**src/rtl/lib_pkg.sv**
```systemverilog
// Shared types for the fetch/decode front end: opcode constants, the decoded
// instruction record, immediate formats and the fetch FSM states.
package lib_pkg;

  localparam logic [6:0] OPC_LUI     = 7'b0110111;
  localparam logic [6:0] OPC_AUIPC   = 7'b0010111;
  localparam logic [6:0] OPC_JAL     = 7'b1101111;
  localparam logic [6:0] OPC_JALR    = 7'b1100111;
  localparam logic [6:0] OPC_BRANCH  = 7'b1100011;
  localparam logic [6:0] OPC_LOAD    = 7'b0000011;
  localparam logic [6:0] OPC_STORE   = 7'b0100011;
  localparam logic [6:0] OPC_OPIMM   = 7'b0010011;
  localparam logic [6:0] OPC_OP      = 7'b0110011;
  localparam logic [6:0] OPC_MISCMEM = 7'b0001111;
  localparam logic [6:0] OPC_SYSTEM  = 7'b1110011;

  typedef enum logic [3:0] {
    LUI, AUIPC, JAL, JALR, BRANCH, LOAD, STORE, OPIMM, OP, MISCMEM, SYSTEM
  } op_type_t;

  typedef enum logic [2:0] {FMT_I, FMT_S, FMT_B, FMT_U, FMT_J, FMT_NONE} imm_fmt_t;

  typedef enum logic [1:0] {IDLE, REQ, WAIT, HOLD} fetch_state_t;

  typedef struct packed {
    op_type_t    op_type;
    logic [2:0]  funct3;
    logic [6:0]  funct7;
    logic [4:0]  rs1;
    logic [4:0]  rs2;
    logic [4:0]  rd;
    logic [31:0] imm;
    logic        illegal;
  } decoded_t;

  localparam decoded_t DEC_RESET = '{op_type: MISCMEM, funct3: 3'd0, funct7: 7'd0,
                                     rs1: 5'd0, rs2: 5'd0, rd: 5'd0,
                                     imm: 32'd0, illegal: 1'b0};

  function automatic logic [31:0] gen_imm(input logic [31:0] instr, input imm_fmt_t fmt);
    logic [31:0] imm;
    case (fmt)
      FMT_I:   imm = {{20{instr[31]}}, instr[31:20]};
      FMT_S:   imm = {{20{instr[31]}}, instr[31:25], instr[11:7]};
      FMT_B:   imm = {{19{instr[31]}}, instr[31], instr[7], instr[30:25], instr[11:8], 1'b0};
      FMT_U:   imm = {instr[31:12], 12'b0};
      FMT_J:   imm = {{11{instr[31]}}, instr[31], instr[19:12], instr[20], instr[30:21], 1'b0};
      default: imm = 32'd0;
    endcase
    return imm;
  endfunction

endpackage

```
**src/rtl/instr_decode.sv**
```systemverilog
// Combinational decoder: splits a 32-bit instruction word into the fields the
// controller consumes and builds the sign-extended immediate.
module instr_decode
  import lib_pkg::*;
(
  input  logic [31:0] instr,
  output decoded_t    dec
);

  imm_fmt_t fmt;

  always_comb begin
    // NOTE: every output gets a default before the case so no path leaves it unassigned (no latch).
    dec.op_type = MISCMEM;
    dec.illegal = 1'b0;
    fmt         = FMT_NONE;
    dec.funct3  = instr[14:12];
    dec.funct7  = instr[31:25];
    dec.rs1     = instr[19:15];
    dec.rs2     = instr[24:20];
    dec.rd      = instr[11:7];
    case (instr[6:0])
      OPC_LUI:     begin dec.op_type = LUI;     fmt = FMT_U;    end
      OPC_AUIPC:   begin dec.op_type = AUIPC;   fmt = FMT_U;    end
      OPC_JAL:     begin dec.op_type = JAL;     fmt = FMT_J;    end
      OPC_JALR:    begin dec.op_type = JALR;    fmt = FMT_I;    end
      OPC_BRANCH:  begin dec.op_type = BRANCH;  fmt = FMT_B;    end
      OPC_LOAD:    begin dec.op_type = LOAD;    fmt = FMT_I;    end
      OPC_STORE:   begin dec.op_type = STORE;   fmt = FMT_S;    end
      OPC_OPIMM:   begin dec.op_type = OPIMM;   fmt = FMT_I;    end
      OPC_OP:      begin dec.op_type = OP;      fmt = FMT_NONE; end
      OPC_MISCMEM: begin dec.op_type = MISCMEM; fmt = FMT_I;    end
      OPC_SYSTEM:  begin dec.op_type = SYSTEM;  fmt = FMT_I;    end
      // Unknown opcodes look like a MISCMEM no-op so the controller issues no writes.
      default:     begin dec.op_type = MISCMEM; dec.illegal = 1'b1; end
    endcase
    dec.imm = gen_imm(instr, fmt);
  end

endmodule

```
**src/rtl/instr_fetch.sv**
```systemverilog
// Fetch front end: owns the PC, issues one instruction-memory request at a time,
// registers the decoded word and holds it until execute consumes it.
module instr_fetch
  import lib_pkg::*;
#(
  parameter int              XLEN     = 32,
  parameter logic [XLEN-1:0] RESET_PC = '0
) (
  input  logic            clk,
  input  logic            rst_n,
  output logic            imem_req_valid,
  input  logic            imem_req_ready,
  output logic [XLEN-1:0] imem_req_addr,
  input  logic            imem_rsp_valid,
  input  logic [31:0]     imem_rsp_data,
  output logic            instr_valid,
  input  logic            instr_ready,
  output logic [XLEN-1:0] pc,
  output op_type_t        op_type,
  output logic [2:0]      funct3,
  output logic [6:0]      funct7,
  output logic [4:0]      rs1,
  output logic [4:0]      rs2,
  output logic [4:0]      rd,
  output logic [XLEN-1:0] imm,
  output logic            illegal,
  input  logic            redirect_valid,
  input  logic [XLEN-1:0] redirect_pc
);

  localparam logic [XLEN-1:0] ALIGN_MASK = ~XLEN'(3);

  fetch_state_t    state_q, state_d;
  logic [XLEN-1:0] pc_q, pc_d;
  logic            req_valid_q, req_valid_d;
  logic            instr_valid_q, instr_valid_d;
  decoded_t        dec_q, dec_d, dec_w;

  instr_decode u_decode (
    .instr (imem_rsp_data),
    .dec   (dec_w)
  );

  always_comb begin
    state_d       = state_q;
    pc_d          = pc_q;
    req_valid_d   = req_valid_q;
    instr_valid_d = instr_valid_q;
    dec_d         = dec_q;
    case (state_q)
      IDLE: begin
        state_d     = REQ;
        req_valid_d = 1'b1;
      end
      REQ: if (imem_req_ready) begin
        state_d     = WAIT;
        req_valid_d = 1'b0;
      end
      WAIT: if (imem_rsp_valid) begin
        state_d       = HOLD;
        instr_valid_d = 1'b1;
        dec_d         = dec_w;
      end
      HOLD: if (instr_ready) begin
        // Redirect is only meaningful on the consume handshake; pc+4 wraps naturally.
        state_d       = REQ;
        instr_valid_d = 1'b0;
        req_valid_d   = 1'b1;
        pc_d          = redirect_valid ? (redirect_pc & ALIGN_MASK) : pc_q + XLEN'(4);
      end
      default: state_d = IDLE;
    endcase
  end

  always_ff @(posedge clk) begin
    // NOTE: reset is synchronous, and all state updates use non-blocking assignments.
    if (!rst_n) begin
      state_q       <= IDLE;
      pc_q          <= RESET_PC;
      req_valid_q   <= 1'b0;
      instr_valid_q <= 1'b0;
      dec_q         <= DEC_RESET;
    end else begin
      state_q       <= state_d;
      pc_q          <= pc_d;
      req_valid_q   <= req_valid_d;
      instr_valid_q <= instr_valid_d;
      dec_q         <= dec_d;
    end
  end

  assign imem_req_valid = req_valid_q;
  assign imem_req_addr  = pc_q;
  assign instr_valid    = instr_valid_q;
  assign pc             = pc_q;
  assign op_type        = dec_q.op_type;
  assign funct3         = dec_q.funct3;
  assign funct7         = dec_q.funct7;
  assign rs1            = dec_q.rs1;
  assign rs2            = dec_q.rs2;
  assign rd             = dec_q.rd;
  assign imm            = XLEN'($signed(dec_q.imm));
  assign illegal        = dec_q.illegal;

endmodule
```
**config.mk**
```make
export PLATFORM = sky130hd
export DESIGN_NAME = instr_fetch
export DESIGN_NICKNAME = d
export VERILOG_FILES = /design/src/rtl/lib_pkg.sv /design/src/rtl/instr_decode.sv /design/src/rtl/instr_fetch.sv
export SDC_FILE = /design/constraint.sdc
export NUM_CORES = 1
export LEC_CHECK = 0
export ABC_AREA = 1
export CORE_MARGIN = 2
export CORE_UTILIZATION = 46
export DETAILED_ROUTE_END_ITERATION = 16
export PLACE_DENSITY = 0.93
export SKIP_LAST_GASP = 1
export SYNTH_ARGS = -nofsm -noshare
export SYNTH_HDL_FRONTEND = slang
export SYNTH_SLANG_ARGS = --single-unit
```
**constraint.sdc**
```tcl
create_clock -name clk -period 2.2 [get_ports clk]
set_clock_uncertainty 0.05 [all_clocks]
set_input_delay 0.44 -clock clk [delete_from_list [all_inputs] [get_ports clk]]
set_output_delay 0.44 -clock clk [all_outputs]
set_load 0.03 [all_outputs]
```
==> results.cfg <==
[run_status]
run_status = finished, final reports clean

[synth]
yosysMostFrequentCell = sky130_fd_sc_hd__nand2_1
dominantRegCellSynth = sky130_fd_sc_hd__dfxtp_1
synth_top_cells_by_area = sky130_fd_sc_hd__dfxtp_1 34%, sky130_fd_sc_hd__nand2_1 17%, sky130_fd_sc_hd__nor2_1 10%
post_synth_num_cell_types = 38
postSynthAreaPerCell_um2 = 6.416
synth_largest_area_cell = sky130_fd_sc_hd__dfxtp_1
synth.ff_latch_count = 96
synth_sequential_area_ratio_pct = 34.43
ranking_of_synthesized_cells_by_instance_count = 249 x sky130_fd_sc_hd__nand2_1, 151 x sky130_fd_sc_hd__nor2_1, 96 x sky130_fd_sc_hd__dfxtp_1
post-synth-top-area-fraction_pct = 34.43
syn_inst = 870
yosys_warnings = 0
synth-async-reset-ratio_pct = 0
synth.cell_area_mm2 = 0.005582
synth_edf_count = 0

[timing]
timing_max_transition_violations_final = 0
fin_crit_sh_pct = 94.82
finalHoldViolCount = 0
max_slew.worst_pin.slew_ns = 0.5015
max-slew-margin-rel_pct = 66.44
finalHoldWorstSlack_ns = 0.4156
period_needed_ns = 2.086
grt_setup_unrepaired = false
fmaxAchievable_mhz = 479.4
finish_stage_setup_viols = 0
setup_ws_ns = 0.1140

[pwr]
post-layout-total-power_w = 0.005211
power_density_mw_per_mm2 = 666.4
peak_supply_drop_mv = 0.4385
power_leakage_nw = 2.949

[route]
route.detailed.drc = 0
drt_via_density = 5.217
final_antenna_net_count = 0
drt_iter0_markers = 508
drt-pass1-iter-count = 7
postRouteWirelength_mm = 17.22
detailed_route_wire_length_per_cell_um = 14.66
num_vias = 6130

[global_routing]
maximum_number_of_pins_on_one_net_before_global_route_repair = 58
grt_pass1_vias = 5697
first_pass_grt_wire_length_mm = 27.69
grtUsageTotal_pct = 26.44
grt_antenna_before_repair = 0
global_route.overflow_total = 0

[clocking]
clkLatencyLatePin_ns = 0.35
clock_tree.root_cell = sky130_fd_sc_hd__clkbuf_16
hold_buffer_count_at_cts = 0
cts_setup_buffers = 0
tritoncts.num_buffers = 9
cts_tree = done
post_cts.resized_instances = 0
cts.sink_count = 96
cts_buffer_depth = 2
path_clk_slew_ns = 0.07
clock_h_tree_levels = 3

[final_layout]
finalCoreUtilization_pct = 65.65
nets = 1098
areaGrowthSynthToFinish_pct = 40.10
layout-drive-gt1-share_pct = 8.171
antenna_cells_inserted = 0

[die]
number_of_standard_cell_rows_in_the_floorplan = 40
initial_core_util_pct = 46.86
design.core.area_mm2 = 0.01191
die_width_um = 114.2
die_h_um = 114.2
io_pins = 198
design.die.area_mm2 = 0.01303

[setup_path]
endpoint_kind = output port
cp_cell_sequence = clkdlybuf4s50_1
timing.critical_path.slowest_stage_cell = sky130_fd_sc_hd__clkdlybuf4s50_1
setup.worst_path.class = reg2out
path_buf_inv = 1
critical_path.startpoint_type = register
timing.critical_path.arrival_ns = 1.60
data_required_time_at_the_worst_endpoint_ns = 1.71
cpLargestDelayFamily = buffers and inverters
crit_fanout = 7
critical_path.max_stage_delay_ns = 0.74

[flow_run]
timing.max_cap.violations = 0

[placed_design]
last_weighted_congestion_value_of_the_routability_driven_placer = 0.9601
detailedPlace.worstSlack_ns = -0.09920
hpwlAfterDp_mm = 12.66
numPortBuffers = 191

[worst_hold_path]
min_path_type = reg2reg
[cell usage in the layout, fill, tap and decap left out, drive strengths merged, types with 2 or more instances in the layout]
cell type,n
clkdlybuf4s50,191
inv,53
o21ai,57
clkinv,2
nand3b,15
clkinvlp,3
ha,5
nor2,155
a211oi,5
conb,4
clkbuf,9
nor3,3
nand4,7
a221oi,2
dfxtp,96
nand2,262
a21boi,8
buf,23
or2,3
xnor2,2
nand3,30
a21oi,88
[report_power, final]
part           internal [W]  switching [W]
logic              0.000636       0.000923
registers           0.00189       0.000133
clock network      0.000892       0.000739
[final cells by class]
type	count	area, µm²
clock buffers	9	225.2
fillers	1051	4091
multi-input cells	650	3030
inverters	52	195.2
well taps	147	183.9
clock inverters	7	78.83
flip-flops and latches	96	1922
repair buffers	214	2185
[layer usage]
metal | global-route usage (%) | share of wire (%) | up-vias
li1 | - | - | 3058
met1 | 30.70 | 40 | 2757
met2 | 46.19 | 49 | 269
met3 | 6.776 | 8.0 | 46
met4 | 11.14 | 3.0 | 0
met5 | 0 | 0 | -
[through the flow]
stage | TNS [ns] | instances | cell area (µm²)
after floorplan | 0 | 873 | 5593
after global placement | -0.1280 | 1159 | 7516
after detailed placement | -0.7701 | 1159 | 7516
after CTS | 0 | 1175 | 7820
after global routing | 0 | 1175 | 7820
final | 0 | 1175 | 7820
[cell families after synthesis]
kind of cell	after synthesis	share of synthesized area, %
other	1	0.06718
XOR/XNOR	2	0.3139
adder cells (fa/ha/maj)	5	1.121
AO/OA/AOI/OAI	163	16.66
buffers and inverters	127	11.52
flip-flops	96	34.43
AND/OR/NAND/NOR	476	35.89
[sequential cells by signal, indices dropped and copies added, names as in the netlist]
signal and cells:
imm 32, rd 5, funct3 3, rs2 5
op_type 4, illegal 1, funct7 7, state_q 2
imem_req_addr 30, imem_req_valid 1, instr_valid 1, rs1 5
[worst paths after layout]
path                                                     from                              to  slack [ns]  cells past startpoint
worst min register to register           imm[11]$_SDFFE_PN0P_            imm[11]$_SDFFE_PN0P_        0.42                      2
worst max-delay path            imem_req_addr[2]$_SDFFE_PN0P_                imem_req_addr[2]        0.11                      1
worst max register to register  imem_req_addr[2]$_SDFFE_PN0P_  imem_req_addr[16]$_SDFFE_PN0P_        0.20                      8
worst min-delay path                     imm[11]$_SDFFE_PN0P_            imm[11]$_SDFFE_PN0P_        0.42                      2
(Power assumes the default switching activity.)
